===== config.mk =====
export PLATFORM = sky130hd
export DESIGN_NAME = traffic_intersection_ctrl
export DESIGN_NICKNAME = d
export VERILOG_FILES = /design/src/rtl/traffic_light_pkg.sv /design/src/rtl/traffic_intersection_ctrl_phase_timer.sv /design/src/rtl/traffic_intersection_ctrl.sv
export SDC_FILE = /design/constraint.sdc
export NUM_CORES = 1
export LEC_CHECK = 0
export BUFFER_PORTS_ARGS = -buffer_cell sky130_fd_sc_hd__clkbuf_2
export CAP_MARGIN = 25
export CORE_MARGIN = 2
export CORE_UTILIZATION = 55
export DETAILED_ROUTE_END_ITERATION = 7
export PLACE_DENSITY = 0.75
export SLEW_MARGIN = 0
export SYNTH_ARGS = -nofsm -noshare
export SYNTH_HDL_FRONTEND = slang
export SYNTH_SLANG_ARGS = --single-unit

===== constraint.sdc =====
create_clock -name clk -period 2.85 [get_ports clk]
set_input_delay 0.1425 -clock clk [delete_from_list [all_inputs] [get_ports clk]]
set_output_delay 0.1425 -clock clk [all_outputs]
set_load 0.05 [all_outputs]

===== src/rtl/traffic_light_pkg.sv =====
// ============================================================================
// Module   : traffic_light_pkg
// Brief    : Lamp/controller enums and default phase durations for the
//            intersection controller.
// Revision : 1.0
// ============================================================================
`default_nettype none

package traffic_light_pkg;

    typedef enum logic [1:0] {
        GREEN  = 2'd0,
        YELLOW = 2'd1,
        RED    = 2'd2
    } trafic_light_t;

    typedef enum logic [1:0] {
        ALL_RED = 2'd0,
        GO      = 2'd1,
        WARN    = 2'd2,
        FLASH   = 2'd3
    } ctrl_state_t;

    localparam int DEF_NUM_DIR        = 2;
    localparam int DEF_GREEN_CYCLES   = 10;
    localparam int DEF_YELLOW_CYCLES  = 3;
    localparam int DEF_ALL_RED_CYCLES = 2;
    localparam int DEF_CNT_W          = 8;

endpackage

`default_nettype wire


===== src/rtl/traffic_intersection_ctrl_phase_timer.sv =====
// ============================================================================
// Module   : phase_timer
// Brief    : Phase counter 0..i_term with enable, synchronous clear and
//            terminal-count flag; wraps to zero on an enabled terminal count.
// Revision : 1.0
// ============================================================================
`default_nettype none

module phase_timer
    import traffic_light_pkg::*;
#(
    parameter int CNT_W = DEF_CNT_W
) (
    input  logic             clk,
    input  logic             rst,
    input  logic             i_en,
    input  logic             i_clear,
    input  logic [CNT_W-1:0] i_term,
    output logic             o_tc
);

    logic [CNT_W-1:0] cnt_q;
    logic [CNT_W-1:0] cnt_d;

    assign o_tc = (cnt_q == i_term);

    always_comb begin
        cnt_d = cnt_q;
        if (i_clear) begin
            cnt_d = '0;
        end else if (i_en) begin
            cnt_d = o_tc ? '0 : cnt_q + CNT_W'(1);
        end
    end

    always_ff @(posedge clk or posedge rst) begin
        if (rst) begin
            cnt_q <= '0;
        end else begin
            cnt_q <= cnt_d;
        end
    end

endmodule

`default_nettype wire


===== src/rtl/traffic_intersection_ctrl.sv =====
// ============================================================================
// Module   : traffic_intersection_ctrl
// Brief    : Round-robin intersection sequencer with sticky pedestrian
//            requests and a flashing fault/night mode.
// Revision : 1.0
// ============================================================================
`default_nettype none

module traffic_intersection_ctrl
    import traffic_light_pkg::*;
#(
    parameter int NUM_DIR        = DEF_NUM_DIR,
    parameter int GREEN_CYCLES   = DEF_GREEN_CYCLES,
    parameter int YELLOW_CYCLES  = DEF_YELLOW_CYCLES,
    parameter int ALL_RED_CYCLES = DEF_ALL_RED_CYCLES,
    parameter int CNT_W          = DEF_CNT_W
) (
    input  logic                         clk,
    input  logic                         asyn_reset,
    input  logic                         enable,
    input  logic                         flash_mode,
    input  logic [NUM_DIR-1:0]           ped_req,
    output trafic_light_t [NUM_DIR-1:0]  lights,
    output logic [NUM_DIR-1:0]           ped_walk,
    output logic [$clog2(NUM_DIR)-1:0]   active_dir
);

    localparam int               DIR_W    = $clog2(NUM_DIR);
    localparam logic [DIR_W-1:0] LAST_DIR = DIR_W'(NUM_DIR - 1);

    ctrl_state_t        state_q, state_d;
    logic [DIR_W-1:0]   active_dir_q, active_dir_d;
    logic [NUM_DIR-1:0] pending_q, pending_d;
    logic               walk_q, walk_d;
    logic               flash_phase_q, flash_phase_d;

    logic [CNT_W-1:0]   w_term;
    logic               w_tc;
    logic               w_clear;

    always_comb begin
        case (state_q)
            ALL_RED: w_term = CNT_W'(ALL_RED_CYCLES - 1);
            GO:      w_term = CNT_W'(GREEN_CYCLES - 1);
            default: w_term = CNT_W'(YELLOW_CYCLES - 1);
        endcase
    end

    phase_timer #(
        .CNT_W (CNT_W)
    ) u_phase_timer (
        .clk     (clk),
        .rst     (asyn_reset),
        .i_en    (enable),
        .i_clear (w_clear),
        .i_term  (w_term),
        .o_tc    (w_tc)
    );

    always_comb begin
        state_d       = state_q;
        active_dir_d  = active_dir_q;
        pending_d     = pending_q | ped_req;
        walk_d        = walk_q;
        flash_phase_d = flash_phase_q;
        w_clear       = 1'b0;
        if (enable) begin
            case (state_q)
                ALL_RED: begin
                    if (w_tc) begin
                        if (flash_mode) begin
                            state_d       = FLASH;
                            flash_phase_d = 1'b0;
                        end else begin
                            // Same-cycle requests are already merged into pending_d.
                            state_d                 = GO;
                            walk_d                  = pending_d[active_dir_q];
                            pending_d[active_dir_q] = 1'b0;
                        end
                    end
                end
                GO: begin
                    if (flash_mode) begin
                        state_d = WARN;
                        w_clear = 1'b1;
                    end else if (w_tc) begin
                        state_d = WARN;
                    end
                end
                WARN: begin
                    if (w_tc) begin
                        state_d      = ALL_RED;
                        active_dir_d = (active_dir_q == LAST_DIR) ? '0
                                                                  : active_dir_q + DIR_W'(1);
                    end
                end
                FLASH: begin
                    if (!flash_mode) begin
                        state_d      = ALL_RED;
                        active_dir_d = '0;
                        w_clear      = 1'b1;
                    end else if (w_tc) begin
                        flash_phase_d = ~flash_phase_q;
                    end
                end
                default: state_d = ALL_RED;
            endcase
        end
    end

    always_ff @(posedge clk or posedge asyn_reset) begin
        if (asyn_reset) begin
            state_q       <= ALL_RED;
            active_dir_q  <= '0;
            pending_q     <= '0;
            walk_q        <= 1'b0;
            flash_phase_q <= 1'b0;
        end else begin
            state_q       <= state_d;
            active_dir_q  <= active_dir_d;
            pending_q     <= pending_d;
            walk_q        <= walk_d;
            flash_phase_q <= flash_phase_d;
        end
    end

    // Lamp and walk outputs depend on registered state only.
    always_comb begin
        for (int i = 0; i < NUM_DIR; i++) begin
            lights[i]   = RED;
            ped_walk[i] = 1'b0;
            if (active_dir_q == DIR_W'(i)) begin
                if (state_q == GO) begin
                    lights[i]   = GREEN;
                    ped_walk[i] = walk_q;
                end else if (state_q == WARN) begin
                    lights[i] = YELLOW;
                end
            end
            if (state_q == FLASH && !flash_phase_q) begin
                lights[i] = YELLOW;
            end
        end
    end

    assign active_dir = active_dir_q;

endmodule

`default_nettype wire


Word level (Yosys, flattened, before mapping). Cells that the tools add are included.

Register bits: 15. Bits of input ports: 6. Output and inout port bits: 7. Logic and storage cells: 78.

Add/subtract/negate cells: 2. $lt $le $gt $ge: 2. Equality and inequality tests: 11. Multiplexer cells: 41. Bitwise operators: 5. Reductions and logical operators: 11.

Operator list (count): $mux W2 (16); $mux W8 (3); $mux W1 (16); $add A8 B1 Y8 const B (1); $eq A8 B4 Y1 (1); $pmux W2 S4 (1); $pmux W4 S2 (1); $reduce_and A4 Y1 (2); $ne A2 B1 Y1 const B (3); $ne A2 B2 Y1 const B (3); $pmux W1 S2 (3); $reduce_and A6 Y1 (1); $reduce_bool A2 Y1 (3); $reduce_and A5 Y1 (1); $eq A2 B2 Y1 const B (2); $ne A3 B2 Y1 const B (1); $and A2 B2 Y2 (1); $eq A2 B1 Y1 const B (1); $logic_and A1 B1 Y1 (2); $logic_not A2 Y1 (1); $lt A1 B2 Y1 const B (1); $not A1 Y1 (2); $not A2 Y2 (1); $or A2 B2 Y2 (1); 4 further kinds (4).

Depth between registers and ports, before layout. Gate-level depths: netlist of the first run.

Depth in word-level cells: 10. Gate-level depth with buffers: 6. Gate-level depth less buffers: 6.

Hierarchy. Synthesis of the first run repeated with hierarchy kept, for this count alone.

Cell total of the unflattened synthesis: 108. Area, all modules: 1053.5 sq um.

Modules (own cells, without submodules): phase_timer (instances 1, cells each 51, area an instance 541.8 sq um, seq. area each 200.2 sq um); traffic_intersection_ctrl (instances 1, cells each 57, area an instance 511.7 sq um, seq. area each 175.2 sq um).

Worst setup path after synthesis of the first run. Ideal clock, no wire load.

Path type: register to output. Start: reg active_dir_q (netlist: active_dir). End: out lights[2] in the netlist's numbering. Arrival: 2132 ps. Required time: 2707 ps. Slack: 576 ps. Cell stages (with the launch flop): 4. Path buffers: 1. Cell sequence: dfrtp_1 > clkbuf_1 > inv_1 > o21ai_0.

RTL lines: start, declared (RTL line traffic_intersection_ctrl.sv:32) `logic [DIR_W-1:0] active_dir_q, active_dir_d;`; start signal, assigned (RTL line traffic_intersection_ctrl.sv:120) `active_dir_q <= active_dir_d;`; end, declared (RTL line traffic_intersection_ctrl.sv:23) `output trafic_light_t [NUM_DIR-1:0] lights,`.

Worst setup path in the final report of the first run.
Start: reg state_q[1]. End: reg walk_q.

Longest elaborated chain between the ends: 4. Elaborated cells on any way between the ends: 5. Classes of those cells: eq/ne (2); mux (1); reduce/logical (2).

RTL lines: start, declared (RTL line traffic_intersection_ctrl.sv:31) `ctrl_state_t state_q, state_d;`; start signal, assigned (RTL line traffic_intersection_ctrl.sv:119) `state_q <= state_d;`; $eq A2 B1 Y1 or $logic_not A2 Y1 (tied branches) (RTL line traffic_intersection_ctrl.sv:42, traffic_intersection_ctrl.sv:68); $pmux W4 S2 (RTL line traffic_intersection_ctrl.sv:42) `case (state_q)`; $eq A8 B4 Y1 (RTL line traffic_intersection_ctrl_phase_timer.sv:25) `assign o_tc = (cnt_q == i_term);`; $reduce_and A4 Y1 (no source line) *; end signal, assigned (RTL line traffic_intersection_ctrl.sv:122) `walk_q <= walk_d;`; end, declared (RTL line traffic_intersection_ctrl.sv:34) `logic walk_q, walk_d;`.

Mark *: on every way between the ends. The rest lies on a longest branch, timed or not. A chain may end at the register's enable or synchronous reset.

==> results.yml, run 1 <==
run_status:
  status: "complete, no violations"
drt:
  drc: 0
  wire_per_inst_um: 14.17
  first_pass_iters: 4
  ant_nets: 0
  vias_per_cell: 5.787
  first_iter_violations: 41
  wl_um: 2196
  vias: 897
worst_hold_path:
  min_from: "ped_req[1]"
  hp-class: "in -> reg"
  hold_depth: 3
  hold_path_end: "pending_q[1]"
grt:
  grt_pass1_vias: 846
  overflow: 0
  grt_usage_pct: 23.88
  antenna_found_initial: 0
  grt_max_degree: 16
  grt_pass1_wl_um: 3732
synth:
  synth-adder-area-share_pct: 8.434
  ys_types: 35
  yosys-top-cells-area: "dfrtp_1 36%, ha_1 8.4%, a21oi_1 5.8%"
  ys_warn_count: 0
  synth-seq-area-share_pct: 36.14
  avgSynthCellArea_um2: 8.953
  syn_inst: 116
  synth_top_family_by_area: "simple AND/OR/NAND/NOR gates"
  synth_top_area_share_pct: 36.14
  synth_nets: 129
  synthMuxAreaShare_pct: 3.012
  yosys.area.top_type: "dfrtp_1"
  synth-seq-cells: 15
  synthXorXnorAreaFrac_pct: 5.904
  yosys.area_share.simple_pct: 21.08
  syn_area_um2: 1038
  synth_compound_gate_area_share_pct: 20.36
die:
  ios: 13
  die_w_um: 47.46
  die_h_um: 47.46
  die_area_um2: 2252
  fp-row-count: 15
  core_area_um2: 1745
  start_util_pct: 59.50
timing:
  relSlewSlack_pct: 61.59
  setup_tns_ns: 0
  hold_violations: 0
  period_share_pct: 77.75
  max_freq_mhz: 451.3
  holdWs_ns: 0.1040
  slew_violations: 0
  rsz0062_at_grt: "false"
  fin_skew_ns: 0.001536
  tightest_slew_ns: 0.5762
  finalCriticalPeriod_ns: 2.216
  setup_viol: 0
cells_and_area:
  design_area_um2: 1149
  layout.nets: 144
  final_common_cell: "dfrtp_1"
  utilization_pct: 65.81
  syn_to_final_growth_pct: 10.60
  layout_common_cells: "15 x dfrtp_1, 12 x a21oi_1, 12 x clkbuf_2"
  regArea_um2: 375.4
  fillCellCount: 160
  multiInputGateArea_um2: 610.6
  n_antenna_cell: 0
  drive_gt1_share_pct: 15.38
place:
  gp_congestion: 0.9588
  place_area_um2: 1111
  port-buffer-count: 12
  hpwlAfterDp_um: 1681
worst_setup_path:
  crit_fanout: 8
  critical_path_class: "reg -> reg"
  worstPathArrival_ns: 2.40
  slowest_delay_ns: 0.47
  crit_required_ns: 3.03
  worstPathCellList: "inv_1 -> ha_1 -> nor3_1 -> o211ai_2 -> nor3_4 -> mux2_1"
  slowest_stage: "dfrtp_1"
  worst_setup_path_end_kind: "flip-flop"
  r2r-start: "state_q[1]"
  reg2reg_depth: 6
  start_kind: "flip-flop"
  r2r_slack_ns: 0.63
  r2r_end: "walk_q"
power:
  max-vdd-ir-drop_v: 0.0007458
  p_per_area_nw_per_um2: 1175
  p_leak_nw: 0.5179
cts:
  cts.sink_count: 15
  cts.path.max_buffers: 2
  cts_tree: "built"
  path_clk_slew_ns: 0.09
  cts_buffers: 3
  clock-root-buffer: "clkbuf_4"
  htreeDepth: 1
  insertion_delay_ns: 0.29
run:
  cap_violations: 0
-- metrics by stage --
| step | cells | setup slack [ns] | power, mW |
|---|---|---|---|
| 3_3_place_gp | 150 | 0.7990 | 1.213 |
| 4_1_cts | 155 | 0.6338 | 1.349 |
| 6_report | 155 | 0.6342 | 1.349 |
| 5_1_grt | 155 | 0.5034 | 1.448 |
| 3_5_place_dp | 150 | 0.6536 | 1.216 |
| 2_1_floorplan | 116 | 0.5758 | 1.042 |
-- area by class of cell --
class | count | share of cell area, %
Sequential cell | 15 | 32.68
Tap cell | 25 | 2.723
Clock inverter | 1 | 0.4357
Multi-Input combinational cell | 89 | 53.16
Inverter | 9 | 2.941
Clock buffer | 3 | 1.961
Timing Repair Buffer | 13 | 6.100
-- worst max-delay path, delay by kind of cell (launching register included) --
| family | cells | cell delay, ns |
|---|---|---|
| AOI/OAI and AO/OA | 1 | 0.26 |
| adders and majority gates | 1 | 0.28 |
| muxes | 1 | 0.34 |
| DFF | 1 | 0.47 |
| buffers and inverters | 1 | 0.13 |
| and+or+nand+nor | 2 | 0.62 |
-- synthesized netlist by cell type --
cell	instances
xor2_1	2
xnor2_1	5
nor2_1	11
nor3_1	2
o211ai_2	1
a32oi_1	2
nor4_1	1
clkbuf_1	2
a21bo_2	1
ha_1	7
nand3_1	7
buf_6	1
nand3b_1	2
nand2_1	6
o41ai_1	3
o211a_1	1
o21ai_2	1
a22oi_1	1
mux2_1	1
o21a_1	2
inv_1	9
o2bb2ai_1	2
or3_1	1
a21oi_1	12
mux2i_1	2
and3_1	2
a31oi_1	1
nor3_4	1
o21ai_0	4
and4_1	1
dfrtp_1	15
or2_0	1
nand2b_1	3
nand4_1	2
or4_1	1
-- flip-flops by register name, summed over array words and instances (netlist names) --
register / count
active_dir: 1
flash_phase_q: 1
state_q: 2
pending_q: 2
u_phase_timer.cnt_q: 8
walk_q: 1
-- power breakdown --
group          internal (mW)  switching [mW]
registers              0.273          0.0959
logic                  0.263           0.592
clock network         0.0523          0.0729
total                  0.588           0.761
-- logic make-up after synthesis --
kind of cell    count (synthesis)
compound gates                 31
mux                             3
buf+inv                        12
fa+ha+maj                       7
flops                          15
xor+xnor                        7
simple gates                   41
-- routing by layer --
| metal | share of wire [%] | track usage [%] |
|---|---|---|
| met3 | 3.7 | 2.642 |
| met1 | 45 | 31.82 |
| met5 | 0 | 0 |
| met4 | 1.3 | 10.00 |
| met2 | 50 | 39.46 |
-- worst max path at each step --
stage	start	end	slack, ns	cells past startpoint
2_1_floorplan	active_dir	lights[2]	0.58	3
3_3_place_gp	state_q[0]	walk_q	0.80	6
3_5_place_dp	state_q[1]	walk_q	0.65	6
4_1_cts	state_q[1]	walk_q	0.63	6
5_1_grt	state_q[0]	walk_q	0.50	6
6_report	state_q[1]	walk_q	0.63	6
-- timing repair --
action / 4_1_cts / 5_1_grt
resized for setup: 0 / 0
hold buffers: 1 / 0
buffers inserted: 0 / 0
setup endpoints to repair: 0 / 0
hold endpoints to repair: 15 / 0
(Power assumes the default switching activity.)
==> run 2: changes to the inputs <==
- CORE_UTILIZATION: 55 -> 50
- PLACE_DENSITY: 0.75 -> 0.72
- clock period: 2.85 -> 1.9 ns (I/O delays scaled with it)
==> run 2 against run 1 <==
  * Die area grew 9.1%
  * Via count grew 6.0%
  * Setup slack lost 0.55 ns
  * Clock power grew 46%
  * Non-clock buffer count grew 12
  * Critical path depth shrank 2
  * Maximum frequency grew 22%
  * Combinational power grew 84%
  * Highest routed layer unchanged
==> results.yml, run 2 (synthesized netlist as in run 1, its figures left out) <==
grt:
  grt_pass1_wl_um: 4091
  antenna_found_initial: 0
  grt_usage_pct: 21.12
  grt_pass1_vias: 919
  grt_max_degree: 16
  overflow: 0
cts:
  cts.sink_count: 15
  htreeDepth: 1
  path_clk_slew_ns: 0.09
  cts.path.max_buffers: 2
  insertion_delay_ns: 0.28
  cts_tree: "built"
  clock-root-buffer: "clkbuf_4"
  cts_buffers: 3
run:
  cap_violations: 0
worst_setup_path:
  worstPathArrival_ns: 1.97
  worst_setup_path_end_kind: "flip-flop"
  crit_fanout: 5
  crit_path_frequent_cell: "o41ai_1"
  start_kind: "flip-flop"
  path_buf_inv: 0
  slowest_delay_ns: 0.55
  slowest_stage: "or4_1"
  critical_path_class: "reg -> reg"
  crit_required_ns: 2.06
  cp_top_family: "simple AND/OR/NAND/NOR gates"
  worstPathCellList: "or4_1 -> or2_4 -> o41ai_1 -> o41ai_1"
drt:
  first_pass_iters: 4
  first_iter_violations: 17
  wire_per_inst_um: 14.20
  ant_nets: 0
  vias_per_cell: 5.627
  wl_um: 2400
  drc: 0
  vias: 951
timing:
  setup_tns_ns: 0
  hold_violations: 0
  tightest_slew_ns: 0.5824
  relSlewSlack_pct: 61.13
  period_share_pct: 95.63
  layout_setup_ws_ns: 0.08307
  fin_skew_ns: 0.002480
  max_freq_mhz: 550.4
  slew_violations: 0
  rsz0062_at_grt: "false"
  setup_viol: 0
  finalCriticalPeriod_ns: 1.817
cells_and_area:
  largest_registers: "u_phase_timer.cnt_q x8, pending_q x2, state_q x2"
  fin_cells: 169
  syn_to_final_growth_pct: 25.54
  drive_gt1_share_pct: 30.28
  top_register: "u_phase_timer.cnt_q"
  largest_reg_flops: 8
  utilization_pct: 66.45
  layout_common_cells: "14 x dfrtp_1, 12 x a21oi_1, 12 x clkbuf_2, 12 x buf_4, 11 x nor2_1"
  design_area_um2: 1304
  final_common_cell: "dfrtp_1"
  layout.nets: 156
  n_antenna_cell: 0
die:
  die_w_um: 49.58
  fp-row-count: 16
  ios: 13
  start_util_pct: 52.93
  die_h_um: 49.58
  core_area_um2: 1962
  die_area_um2: 2458
power:
  p_leak_nw: 0.5876
  max-vdd-ir-drop_v: 0.0009894
  p_per_area_nw_per_um2: 1765
worst_hold_path:
  hp-class: "in -> reg"
run_status:
  status: "complete, no violations"
place:
  dpl.cell_count: 164
  port-buffer-count: 12
  gp_congestion: 0.9395
  pre_cts_slack_ns: -0.01787
  hpwlAfterDp_um: 1753
  place_area_um2: 1209
run 2: changes by cell type in the layout (fill, tap and decap cells not counted), sizes merged:
cell  before  now
buf        0   12
run 2: area by class of cell:
cell class                 instances  area (µm²)
sequential                        15       376.6
clock buffer                       3       22.52
timing repair buffer              25       160.2
tap                               27       33.78
clock inverter                     1       5.005
fill                             192       658.1
multi-input combinational         89       671.9
inverter                           9       33.78
run 2: repair_timing:
action	CTS	global route
gates resized for setup	2	12
buffers inserted	0	0
setup endpoints to repair	3	9
pin swaps	0	1
hold buffers	1	0
endpoints found under the hold margin	15	0
gates cloned	0	0
run 2: metrics by stage:
stage          total power [mW]  hold slack [ns]
2_1_floorplan             1.580        -0.003521
6_report                  2.301          0.07614
5_1_grt                   2.476          0.09443
4_1_cts                   2.175          0.06729
3_5_place_dp              1.949           0.1581
3_3_place_gp              1.919           0.1580
run 2: metal layers:
layer,GRT usage (%),vias up,routed length (µm)
met5,0,-,0
met4,8.333,0,38
met3,2.424,6,51
met2,34.22,15,1178
met1,28.74,452,1130
li1,-,478,-
run 2: report_power, final:
part / switching [mW] / internal, mW
Combinational: 1.00 / 0.570
Sequential: 0.135 / 0.412
Clock: 0.105 / 0.0782
Total: 1.24 / 1.06
run 2: worst min-delay path: cells and delay by family:
kind | cells | cell delay (ns)
buffers and inverters | 1 | 0.07
AOI/OAI and AO/OA | 1 | 0.11
and+or+nand+nor | 1 | 0.04
run 2: path summary, 6_finish.rpt:
check	from	endpoint	slack [ns]	cells after the start
worst max-delay path	u_phase_timer.cnt_q[4]	flash_phase_q	0.08	4
worst min-delay path	ped_req[0]	pending_q[0]	0.08	3
worst max register to register	u_phase_timer.cnt_q[4]	flash_phase_q	0.08	4
worst min register to register	walk_q	walk_q	0.53	1
max in group asynchronous	asyn_reset	state_q[0]	1.09	3
min in group asynchronous	asyn_reset	walk_q	0.39	3
